File: src/rtl/barrel_pkg.sv
// Shared types and widths for the barrel-shift arbiter slice.
package barrel_pkg;

    localparam int DATA_W = 8;
    localparam int AMT_W  = 3;

    // Controller states: wait for a request, run the shifter, hold the result.
    typedef enum logic [1:0] {
        IDLE  = 2'd0,
        SHIFT = 2'd1,
        RESP  = 2'd2
    } state_t;

    // One accepted operation, captured at grant time.
    typedef struct packed {
        logic [DATA_W-1:0] data;
        logic [AMT_W-1:0]  amt;
        logic              id;
    } operand_t;

endpackage

File: src/rtl/barrel_shifter_8bit.sv
// Purely combinational 8-bit logical right barrel shifter (zero fill).
// Three log-steps of 1, 2 and 4 bit positions selected by ctrl.
module barrel_shifter_8bit
    import barrel_pkg::*;
(
    input  logic [DATA_W-1:0] in,
    input  logic [AMT_W-1:0]  ctrl,
    output logic [DATA_W-1:0] out
);

    logic [DATA_W-1:0] stage1;
    logic [DATA_W-1:0] stage2;

    // Each stage either passes its input or shifts it by a power of two.
    always_comb begin
        stage1 = ctrl[0] ? {1'b0, in[7:1]}     : in;
        stage2 = ctrl[1] ? {2'b00, stage1[7:2]} : stage1;
        out    = ctrl[2] ? {4'h0, stage2[7:4]}  : stage2;
    end

endmodule

File: src/rtl/barrel_shift_arbiter.sv
// Two requesters share one barrel_shifter_8bit under round-robin arbitration.
// One operation is in flight at a time: IDLE (grant) -> SHIFT -> RESP.
// Optional per-requester completion counters: define BARREL_SHIFT_ARBITER_STATS_EN.
module barrel_shift_arbiter
    import barrel_pkg::*;
#(
    parameter logic RR_INIT = 1'b0
) (
    input  logic              clk,
    input  logic              rst,
    input  logic              req0_valid,
    output logic              req0_ready,
    input  logic [DATA_W-1:0] req0_data,
    input  logic [AMT_W-1:0]  req0_amt,
    input  logic              req1_valid,
    output logic              req1_ready,
    input  logic [DATA_W-1:0] req1_data,
    input  logic [AMT_W-1:0]  req1_amt,
    output logic              res_valid,
    input  logic              res_ready,
    output logic [DATA_W-1:0] res_data,
    output logic              res_id,
    output logic              busy
`ifdef BARREL_SHIFT_ARBITER_STATS_EN
    ,
    output logic [7:0]        stat0_cnt,
    output logic [7:0]        stat1_cnt
`endif
);

    state_t            state;
    logic              prio;
    logic              grant_any;
    logic              grant_id;
    operand_t          opnd;
    logic [DATA_W-1:0] shift_out;

    // Round-robin grant, only offered in IDLE and never while reset is held.
    always_comb begin
        // NOTE: every output of a combinational block gets a default first so no path leaves it unassigned (which would infer a latch).
        grant_any = 1'b0;
        grant_id  = 1'b0;
        if (state == IDLE && !rst) begin
            if (req0_valid && req1_valid) begin
                grant_any = 1'b1;
                grant_id  = prio;
            end else if (req0_valid) begin
                grant_any = 1'b1;
                grant_id  = 1'b0;
            end else if (req1_valid) begin
                grant_any = 1'b1;
                grant_id  = 1'b1;
            end
        end
    end

    assign req0_ready = grant_any && !grant_id;
    assign req1_ready = grant_any &&  grant_id;
    assign res_valid  = (state == RESP);
    assign busy       = (state != IDLE);

    // FSM sequencing and priority hand-over after each grant.
    always_ff @(posedge clk or posedge rst) begin
        if (rst) begin
            // NOTE: clocked state uses non-blocking assignments so every register samples pre-edge values regardless of statement order.
            state <= IDLE;
            prio  <= RR_INIT;
        end else begin
            case (state)
                IDLE: begin
                    if (grant_any) begin
                        state <= SHIFT;
                        prio  <= ~grant_id;
                    end
                end
                SHIFT:   state <= RESP;
                RESP:    if (res_ready) state <= IDLE;
                default: state <= IDLE;
            endcase
        end
    end

    // Capture the granted requester's operand for the shifter.
    always_ff @(posedge clk or posedge rst) begin
        if (rst) begin
            // NOTE: the operand register is cleared on reset so the shifter never propagates X into res_data, even though its value is don't-care in IDLE.
            opnd <= '0;
        end else if (grant_any) begin
            opnd.id   <= grant_id;
            opnd.data <= grant_id ? req1_data : req0_data;
            opnd.amt  <= grant_id ? req1_amt  : req0_amt;
        end
    end

    barrel_shifter_8bit u_shifter (
        .in   (opnd.data),
        .ctrl (opnd.amt),
        .out  (shift_out)
    );

    // Register the shifter result on the single SHIFT cycle; hold it through RESP.
    always_ff @(posedge clk or posedge rst) begin
        if (rst) begin
            res_data <= '0;
            res_id   <= 1'b0;
        end else if (state == SHIFT) begin
            res_data <= shift_out;
            res_id   <= opnd.id;
        end
    end

`ifdef BARREL_SHIFT_ARBITER_STATS_EN
    // Saturating count of delivered results per requester.
    always_ff @(posedge clk or posedge rst) begin
        if (rst) begin
            stat0_cnt <= 8'd0;
            stat1_cnt <= 8'd0;
        end else if (res_valid && res_ready) begin
            if (res_id) begin
                if (stat1_cnt != 8'hFF) stat1_cnt <= stat1_cnt + 8'd1;
            end else begin
                if (stat0_cnt != 8'hFF) stat0_cnt <= stat0_cnt + 8'd1;
            end
        end
    end
`endif

endmodule

File: config.mk
export PLATFORM = sky130hd
export DESIGN_NAME = barrel_shift_arbiter
export DESIGN_NICKNAME = d
export VERILOG_FILES = /design/src/rtl/barrel_pkg.sv /design/src/rtl/barrel_shifter_8bit.sv /design/src/rtl/barrel_shift_arbiter.sv
export SDC_FILE = /design/constraint.sdc
export NUM_CORES = 1
export LEC_CHECK = 0
export BUFFER_PORTS_ARGS = -buffer_cell sky130_fd_sc_hd__buf_2
export CAP_MARGIN = 10
export CORE_AREA = 3 3 67 57
export DETAILED_ROUTE_END_ITERATION = 16
export DIE_AREA = 0 0 70 60
export HOLD_SLACK_MARGIN = 0.06
export PLACE_DENSITY_LB_ADDON = 0.05
export SYNTH_ARGS = -nofsm -noshare
export SYNTH_HDL_FRONTEND = slang
export SYNTH_SLANG_ARGS = --single-unit
File: constraint.sdc
create_clock -name clk -period 3.01 [get_ports clk]
set_input_delay 0.301 -clock clk [delete_from_list [all_inputs] [get_ports clk]]
set_output_delay 0.301 -clock clk [all_outputs]
set_load 0.05 [all_outputs]
==> run metrics, run 1 <==
status=finished, final reports clean; Post-DRT Antenna Nets=0; Crit path required time=2710 ps; via count=1052; Die X=70 µm; Critical Path AT=1790 ps; CP endpoint=req0_ready; H-Tree Depth=1; met3 Use GR=5.210%; critical path class=reg2out; post-synth net total=139; largest net degree at the start of global routing=25; Post-CTS Repair Setup Buffers=0; Async SR Flop Fraction=100.0%; ratio of cells with drive above 1 in the final layout=40.40%; Main synth FF type=dfrtp_1; Worst-path clk slew=80 ps; most frequent cells in the layout=buf_2 (39), dfrtp_1 (24), a21boi_0 (9); # fillers=299; Max Cap Viol=0; # IOs=40; f_max=479.0 MHz; gr usage total=15.56%; antenna violations before repair=0; Worst Setup SP=state[1]$_DFFE_PP0P_; CP Launch Type=flip-flop; Clock Sinks=24; met2 Use GR=25.30%; RR Startpoint=opnd[1]$_DFFE_PP0P_; R2R setup slack=1470 ps; worst vdd ir=0.4382 mV; CTS Hold Buffers Added=0; hold_ws=213.4 ps; # port buffers=39; P_leak=0.0007778 µW; GR Overflow Total=0; # setup viols final=0; global-route wire length before repair=5030 µm; Bufs and invs on worst path=2; Synth Register Bits=24; Wirelength per Cell=15.80 µm; final hold vios=0; worst-skew pair later-pin latency=270 ps; cts bufs inserted=3; num rows=18; worst min-delay path category=in2reg; synthesized instance count=112; initial core utilization=40.86%; 1st-iter DRT viols=41; most common cell after layout, fill and taps aside=buf_2; # diodes=0; CORE AREA=3108 µm²; syn avg cell area=11.34 µm²; DRC=0; worst r2r path cells=3; CP max-delay cell=dfrtp_1; end of the worst register-to-register path=res_data[3]$_DFFE_PP0N_; Post-CTS Resized=0; dpl cells=187; Die ar.=4200 µm²; Placer Congestion=0.7577; Final Skew=4.629 ps; Root Driver=clkbuf_8; yosys warns=0; Post-synth EDFFs=0; worst slew pin tran=911.8 ps; CP Depth=4; TritonCTS clock tree=done; CP Cell Sequence=or2_4 -> a2111oi_4 -> buf_4 -> buf_2; Die H=60 µm; deepest clock path buffer count=2; Slew Viols, Final=0; final net count=179; cell family with most CP delay=buffers and inverters; Layout Cells excl Fill=191; Distinct cells, synth=35; Area Overhead vs Synth=22.36%; DRT Pass-1 Iters=4; cell area after synthesis=1270 µm²; RSZ-0062 raised after global routing=no; PD cells=1070 nW/µm²; Crit path largest cell delay=410 ps; final setup TNS=0 ps; Crit. End Element=output port; vias in the first global route=1039; total wire length=3017 µm; CP max FO=13; register area share after synthesis=47.29%; final worst path period share=69.36%; met1 usage=20.48%; gr busiest metal=met2; fin crit period=2088 ps; Worst slew margin=39.15%; HPWL Detailed=2362 µm; Via density=5.508
-- cell type report --
| type | instances | area [µm²] | area share [%] |
|---|---|---|---|
| repair buffers | 42 | 217.7 | 14.01 |
| inverters | 6 | 22.52 | 1.449 |
| flip-flops and latches | 24 | 600.6 | 38.65 |
| multi-input cells | 75 | 608.1 | 39.13 |
| well taps | 40 | 50.05 | 3.221 |
| clock buffers | 4 | 55.05 | 3.543 |
-- power by group --
part | internal (µW) | total [µW] | switching [µW] | leakage (µW)
combinational | 344 | 830 | 486 | 0.000448
clock | 117 | 218 | 102 | 0.0000288
sequential | 461 | 614 | 153 | 0.000301
-- cell families after synthesis --
| group | synth area share, % |
|---|---|
| AOI/OAI and AO/OA | 28.57 |
| muxes | 9.162 |
| and+or+nand+nor | 10.15 |
| DFF | 47.29 |
| buffers and inverters | 4.828 |
-- synth_stat cells (2+ instances only) --
master | n | area share, %
a21oi_1 | 4 | 1.6
buf_2 | 4 | 1.6
inv_1 | 6 | 1.8
a22oi_1 | 2 | 1.2
a221o_2 | 8 | 7.1
nor2_1 | 4 | 1.2
nor2b_1 | 2 | 0.99
clkbuf_1 | 2 | 0.59
mux4_2 | 2 | 3.5
mux2i_1 | 6 | 4.7
a221o_1 | 3 | 2.4
a32o_1 | 2 | 1.6
dfrtp_1 | 24 | 47
nand2_1 | 8 | 2.4
o21ai_0 | 2 | 0.79
a21o_1 | 2 | 1.2
a21boi_0 | 9 | 5.3
nand2b_1 | 3 | 1.5
a22o_1 | 3 | 2.1
-- layer usage --
layer	wire (µm)	part of all wire, %
met5	0	0
met1	1408	47
met3	207	6.9
met4	16	0.53
met2	1385	46
-- how the worst min path moves through the flow --
stage                     slack, ps                    to  cells past startpoint          startpoint
final                           210  state[1]$_DFFE_PP0P_                      2           res_ready
after global routing            220  state[1]$_DFFE_PP0P_                      2           res_ready
after CTS                       210  state[1]$_DFFE_PP0P_                      2           res_ready
after detailed placement        460    res_id$_DFFE_PP0N_                      2  res_id$_DFFE_PP0N_
after global placement          460    res_id$_DFFE_PP0N_                      2  res_id$_DFFE_PP0N_
after floorplan                 320   opnd[0]$_DFFE_PP0P_                      1                 rst
-- sequential cells by signal, indices dropped and copies added (netlist names) --
name	count
opnd	12
prio	1
res_data	8
res_id	1
state	2
-- metrics by stage --
stage | util [%] | setup slack (ps) | cell area (µm²) | total power, µW
2_1_floorplan | - | 1345 | 1270 | 1254
3_3_place_gp | 48.23 | 1233 | 1499 | 1448
3_5_place_dp | 48.23 | 1217 | 1499 | 1459
4_1_cts | 50.00 | 906.8 | 1554 | 1677
5_1_grt | 50.00 | 797.7 | 1554 | 1774
6_report | 50.00 | 922.4 | 1554 | 1662
No activity file was read; power rests on OpenSTA's default activity.
==> run 2, diff against run 1 <==
--- a/config.mk
+++ b/config.mk
@@ -5,11 +5,12 @@
 export SDC_FILE = /design/constraint.sdc
 export NUM_CORES = 1
 export LEC_CHECK = 0
+export ABC_AREA = 1
 export BUFFER_PORTS_ARGS = -buffer_cell sky130_fd_sc_hd__buf_2
 export CAP_MARGIN = 10
-export CORE_AREA = 3 3 67 57
+export CORE_AREA = 3 3 67 56
 export DETAILED_ROUTE_END_ITERATION = 16
-export DIE_AREA = 0 0 70 60
+export DIE_AREA = 0 0 70 59
 export HOLD_SLACK_MARGIN = 0.06
 export PLACE_DENSITY_LB_ADDON = 0.05
 export SYNTH_ARGS = -nofsm -noshare
==> constraint.sdc (replaced) <==
create_clock -name clk -period 1.8 [get_ports clk]
set_input_delay 0.18 -clock clk [delete_from_list [all_inputs] [get_ports clk]]
set_output_delay 0.18 -clock clk [all_outputs]
set_load 0.05 [all_outputs]
==> run 2 against run 1 <==
  * Combinational power rose by 52%
  * Via count grew 14%
  * Register-to-register slack got worse by 1100 ps
  * Worst hold slack got worse by 98 ps
  * Area after synthesis shrank 2.1%
  * First-iteration DRC count is 98% higher
  * Largest power group unchanged
  * Highest routed layer unchanged
==> run metrics, run 2 <==
Clock Power Share=14.0%; biggest area consumer among synthesized cells=dfrtp_1; GR Overflow Total=0; via count=1202; Slew Viols, Final=0; Layout Cells excl Fill=243; fin crit period=1646 ps; Main synth FF type=dfrtp_1; worst min-delay path category=in2reg; most frequent cells in the layout=nand3_1 (58), nand2_1 (43), buf_2 (39); Int Power=1342 µW; final setup TNS=0 ps; post-synth top area share=48.29%; worst-skew pair later-pin latency=270 ps; Net Sw Frac=48.33%; CP Cell Sequence=inv_1 -> nand2_2 -> nor2_2 -> nand2_4 -> nand2_1 -> inv_1 -> buf_2; num rows=18; P_leak=0.0008442 µW; f_max=607.5 MHz; 1st-iter DRT viols=81; synth cell count leaders=nand3_1 (58), nand2_1 (43), dfrtp_1 (24); cell family with most CP delay=simple AND/OR/NAND/NOR gates; CP most frequent cell=inv_1; net switching power=1255 µW; ratio of cells with drive above 1 in the final layout=27.09%; Worst slew margin=78.88%; Largest Register=opnd; register area share after synthesis=48.29%; most instantiated library cell after synthesis=nand3_1; cts bufs inserted=3; DRT Pass-1 Iters=4; post-synth net total=188; biggest regs=opnd (12), res_data (8), state (2); worst vdd ir=0.6612 mV; # fillers=316; cell area after synthesis=1244 µm²; final worst path period share=91.45%; gr usage total=15.54%; Root Driver=clkbuf_8; Logic pwr share=48.7%; dominant cells by area after synthesis=dfrtp_1 (48%), nand3_1 (23%), nand2_1 (13%); Wirelength per Cell=12.26 µm; Post-DRT Antenna Nets=0; Via density=4.947; Die H=59 µm; Distinct cells, synth=15; CP max FO=14; PD cells=1676 nW/µm²; Die ar.=4130 µm²; dpl cells=237; Max Cap Viol=0; most common cell after layout, fill and taps aside=nand3_1; deepest clock path buffer count=2; vias in the first global route=1174; Flop pwr share=37.3%; H-Tree Depth=1; syn avg cell area=7.725 µm²; total wire length=2980 µm; Async SR Flop Fraction=100.0%; final hold vios=0; TritonCTS clock tree=done; HPWL Detailed=2261 µm; final net count=231; yosys warns=0; # IOs=40; largest net degree at the start of global routing=25; # setup viols final=0; Bufs and invs on worst path=3; Area Overhead vs Synth=24.55%; Crit path largest cell delay=380 ps; initial core utilization=40.02%; synthesized instance count=161; CP Launch Type=flip-flop; Worst-path clk slew=80 ps; Crit path required time=1620 ps; Crit. End Element=output port; max reg flops=12; status=finished, final reports clean; DRC=0; antenna violations before repair=0; Critical Path AT=1470 ps; global-route wire length before repair=5209 µm; Final Skew=4.142 ps; CORE AREA=3108 µm²; Die X=70 µm; # diodes=0; Synth Register Bits=24; worst slew pin tran=316.2 ps; CP max-delay cell=dfrtp_1; Placer Congestion=0.8946; Post-synth EDFFs=0; Clock Sinks=24; # port buffers=39; critical path class=reg2out; RSZ-0062 raised after global routing=no
run 2: cell families (layout without fill, tap and decap cells):
| logic type | after synthesis | count (layout) | synth area share [%] |
|---|---|---|---|
| AND/OR/NAND/NOR | 111 | 111 | 40.74 |
| flip-flops | 24 | 24 | 48.29 |
| buffers and inverters | 20 | 62 | 8.048 |
| AO/OA/AOI/OAI | 6 | 6 | 2.918 |
run 2: timing repair:
item                                    4_1_cts  5_1_grt
setup buffers                                 0        1
hold buffers                                  1        0
resized for setup                             0        1
hold endpoints to repair                     24        0
endpoints found under the setup margin        0        2
run 2: stage by stage:
step	util [%]	cell area, µm²	hold WS, ps	total power (µW)	worst slack (ps)
after floorplan	-	1244	203.1	1938	157.6
after global placement	47.34	1471	285.2	2208	408.8
after CTS	49.44	1536	108.9	2604	39.26
final	49.84	1549	115.3	2597	153.8
after detailed placement	47.34	1471	294.1	2231	341.8
after global routing	49.84	1549	134.1	2817	12.03
run 2: final timing paths:
kind                                           start                   end  slack, ps  depth (start not counted)
min in group asynchronous                        rst  state[1]$_DFFE_PP0P_        530                          4
worst min register to register    res_id$_DFFE_PP0N_    res_id$_DFFE_PP0N_        490                          2
max in group asynchronous                        rst   opnd[5]$_DFFE_PP0P_       1030                          4
worst max register to register  state[0]$_DFFE_PP0P_   opnd[8]$_DFFE_PP0P_        370                          8
worst min-delay path                       res_ready  state[1]$_DFFE_PP0P_        120                          2
worst max-delay path            state[1]$_DFFE_PP0P_            req0_ready        150                          7
run 2: power groups by stage:
stage               sequential [µW]  combinational [µW]  clock [µW]
finish                          968                1260         364
floorplan                      1200                 736           0
global route                   1000                1410         402
detailed placement              973                1260           0
global placement                964                1240           0
CTS                             964                1260         378
run 2: worst register-to-register path, stage by stage (launching register included):
cell and delay (ps):
dfrtp_1 420, nor2_1 100, nand2_1 100, nor2_4 130
buf_4 180, buf_4 150, inv_2 90, nand2_1 90
nand3_1 70
run 2: cell type report:
type                    count  area [µm²]  share of cell area, %
clock buffers               4       55.05                  3.554
repair buffers             46       250.2                  16.16
inverters                  12       45.04                  2.908
flip-flops and latches     24       600.6                  38.77
well taps                  40       50.05                  3.231
multi-input cells         117       548.0                  35.38
run 2: routing by layer:
metal	routed length [µm]	vias up	GRT usage [%]
met5	0	-	0
met4	34	0	4.645
met3	205	4	4.068
met2	1240	48	23.55
met1	1500	534	22.03
li1	-	616	-
==> run 3, diff against run 2 <==
==> constraint.sdc (replaced) <==
create_clock -name clk -period 1.6 [get_ports clk]
set_input_delay 0.16 -clock clk [delete_from_list [all_inputs] [get_ports clk]]
set_output_delay 0.16 -clock clk [all_outputs]
set_load 0.05 [all_outputs]
==> run 3 against run 2 <==
  * Die area stayed put
  * Non-clock buffer count increased by 3
  * Count of clock-buffer cells in the layout unchanged
  * Critical endpoint unchanged
  * Sequential power increased by 13%
  * First-iteration DRC count shrank 49%
  * Clock skew decreased by 2.1 ps
  * Critical path type unchanged
  * Cell count grew 1.2%
  * Combinational power is 15% higher
  * Flip-flop and latch count unchanged
  * Sequential share of layout area shrank 0.83 points
  * Wire length increased by 2.4%
==> run metrics, run 3 (same netlist as run 2, synthesis figures left out) <==
status=finished, final reports clean; CP Launch Type=flip-flop; f_max=671.3 MHz; post-layout util=50.93%; Worst slew margin=77.15%; worst min-delay path category=in2reg; Clock Sinks=24; # setup viols final=0; Worst Setup SP=state[0]$_DFFE_PP0P_; # diodes=0; dpl cells=237; register area=600.6 µm²; Max Cap Viol=0; Placer Congestion=0.8359; Die H=59 µm; most common cell after layout, fill and taps aside=nand3_1; CP endpoint=req0_ready; Layout Cells excl Fill=246; Final Skew=2.065 ps; via count=1211; RSZ-0062 raised after global routing=no; gr usage total=15.80%; Slew Viols, Final=0; vias in the first global route=1138; H-Tree Depth=1; max reg flops=12; Largest Register=opnd; RR Startpoint=state[0]$_DFFE_PP0P_; 1st-iter DRT viols=41; ratio of cells with drive above 1 in the final layout=28.64%; Final Instance Area=1583 µm²; fin crit period=1490 ps; CORE AREA=3108 µm²; R2R setup slack=340 ps; worst r2r path cells=7; worst vdd ir=0.7277 mV; num rows=18; CP max FO=4; Die ar.=4130 µm²; antenna violations before repair=0; Post-DRT Antenna Nets=0; cts bufs inserted=3; hold_ws=102.5 ps; PD cells=1859 nW/µm²; final net count=234; DRC=0; initial core utilization=40.02%; Post-DP Area=1475 µm²; worst-skew pair later-pin latency=260 ps; HPWL Detailed=2274 µm; TritonCTS clock tree=done; Crit. End Element=output port; Via density=4.923; critical path class=reg2out; # IOs=40; end of the worst register-to-register path=opnd[9]$_DFFE_PP0P_; GR Overflow Total=0; P_leak=0.0008539 µW; # fillers=312; final hold vios=0; most frequent cells in the layout=nand3_1 (58), nand2_1 (43), buf_2 (38); total wire length=3051 µm; Die X=70 µm; biggest regs=opnd (12), res_data (8), state (2); Crit path required time=1440 ps; global-route wire length before repair=5230 µm; Root Driver=clkbuf_8; Critical Path AT=1330 ps; DRT Pass-1 Iters=4; Area Overhead vs Synth=27.26%; # port buffers=39; Wirelength per Cell=12.40 µm; Worst-path clk slew=80 ps; deepest clock path buffer count=2; largest net degree at the start of global routing=25; final worst path period share=93.11%; multi-input logic area=553.0 µm²; final setup TNS=0 ps; worst slew pin tran=342.4 ps
## run 3: cell count changes in the layout (fill, tap and decap cells not counted), sizes merged
cell	before	now
clkinvlp	0	1
buf	45	48
inv	12	11
## run 3: timing repair
item	CTS	global route
endpoints found under the setup margin	2	1
pin swaps	0	1
buffers inserted	2	2
resized for setup	1	3
endpoints found under the hold margin	24	0
hold buffers	1	0
## run 3: routing by layer
metal	track usage [%]	vias up	share of wire (%)
met5	0	-	0
met4	2.459	0	0.56
met3	4.746	2	7.6
met2	25.57	42	43
met1	21.58	547	48
li1	-	620	-
## run 3: power breakdown
part	leakage, µW	switching, µW	internal [µW]
Clock	0.0000288	192	220
Combinational	0.000527	1010	436
Sequential	0.000298	215	870
Total	0.000854	1420	1530
## run 3: cell type report
| cell class | count | share of cell area (%) |
|---|---|---|
| flip-flops and latches | 24 | 37.94 |
| inverters | 12 | 3.083 |
| clock buffers | 4 | 3.478 |
| repair buffers | 49 | 17.39 |
| well taps | 40 | 3.162 |
| multi-input cells | 117 | 34.94 |
## run 3: through the flow
step	power (µW)	worst slack, ps
global placement	2484	282.6
global route	3173	2.555
floorplan	2181	66.90
detailed placement	2513	241.7
finish	2942	110.3
CTS	2942	23.12
## run 3: worst min-delay path by stage
stage | depth (start not counted) | end | slack [ps] | from
floorplan | 1 | opnd[0]$_DFFE_PP0P_ | 40 | rst
global placement | 3 | opnd[3]$_DFFE_PP0P_ | 280 | rst
detailed placement | 3 | opnd[3]$_DFFE_PP0P_ | 280 | rst
CTS | 2 | state[1]$_DFFE_PP0P_ | 100 | res_ready
global route | 2 | state[1]$_DFFE_PP0P_ | 120 | res_ready
finish | 2 | state[1]$_DFFE_PP0P_ | 100 | res_ready
## run 3: worst max-delay path, stage by stage (launching register included)
cell	delay, ps
dfrtp_1	410
nor2_1	90
nand2_1	90
nor2_4	150
nand2_1	80
inv_1	50
buf_4	180
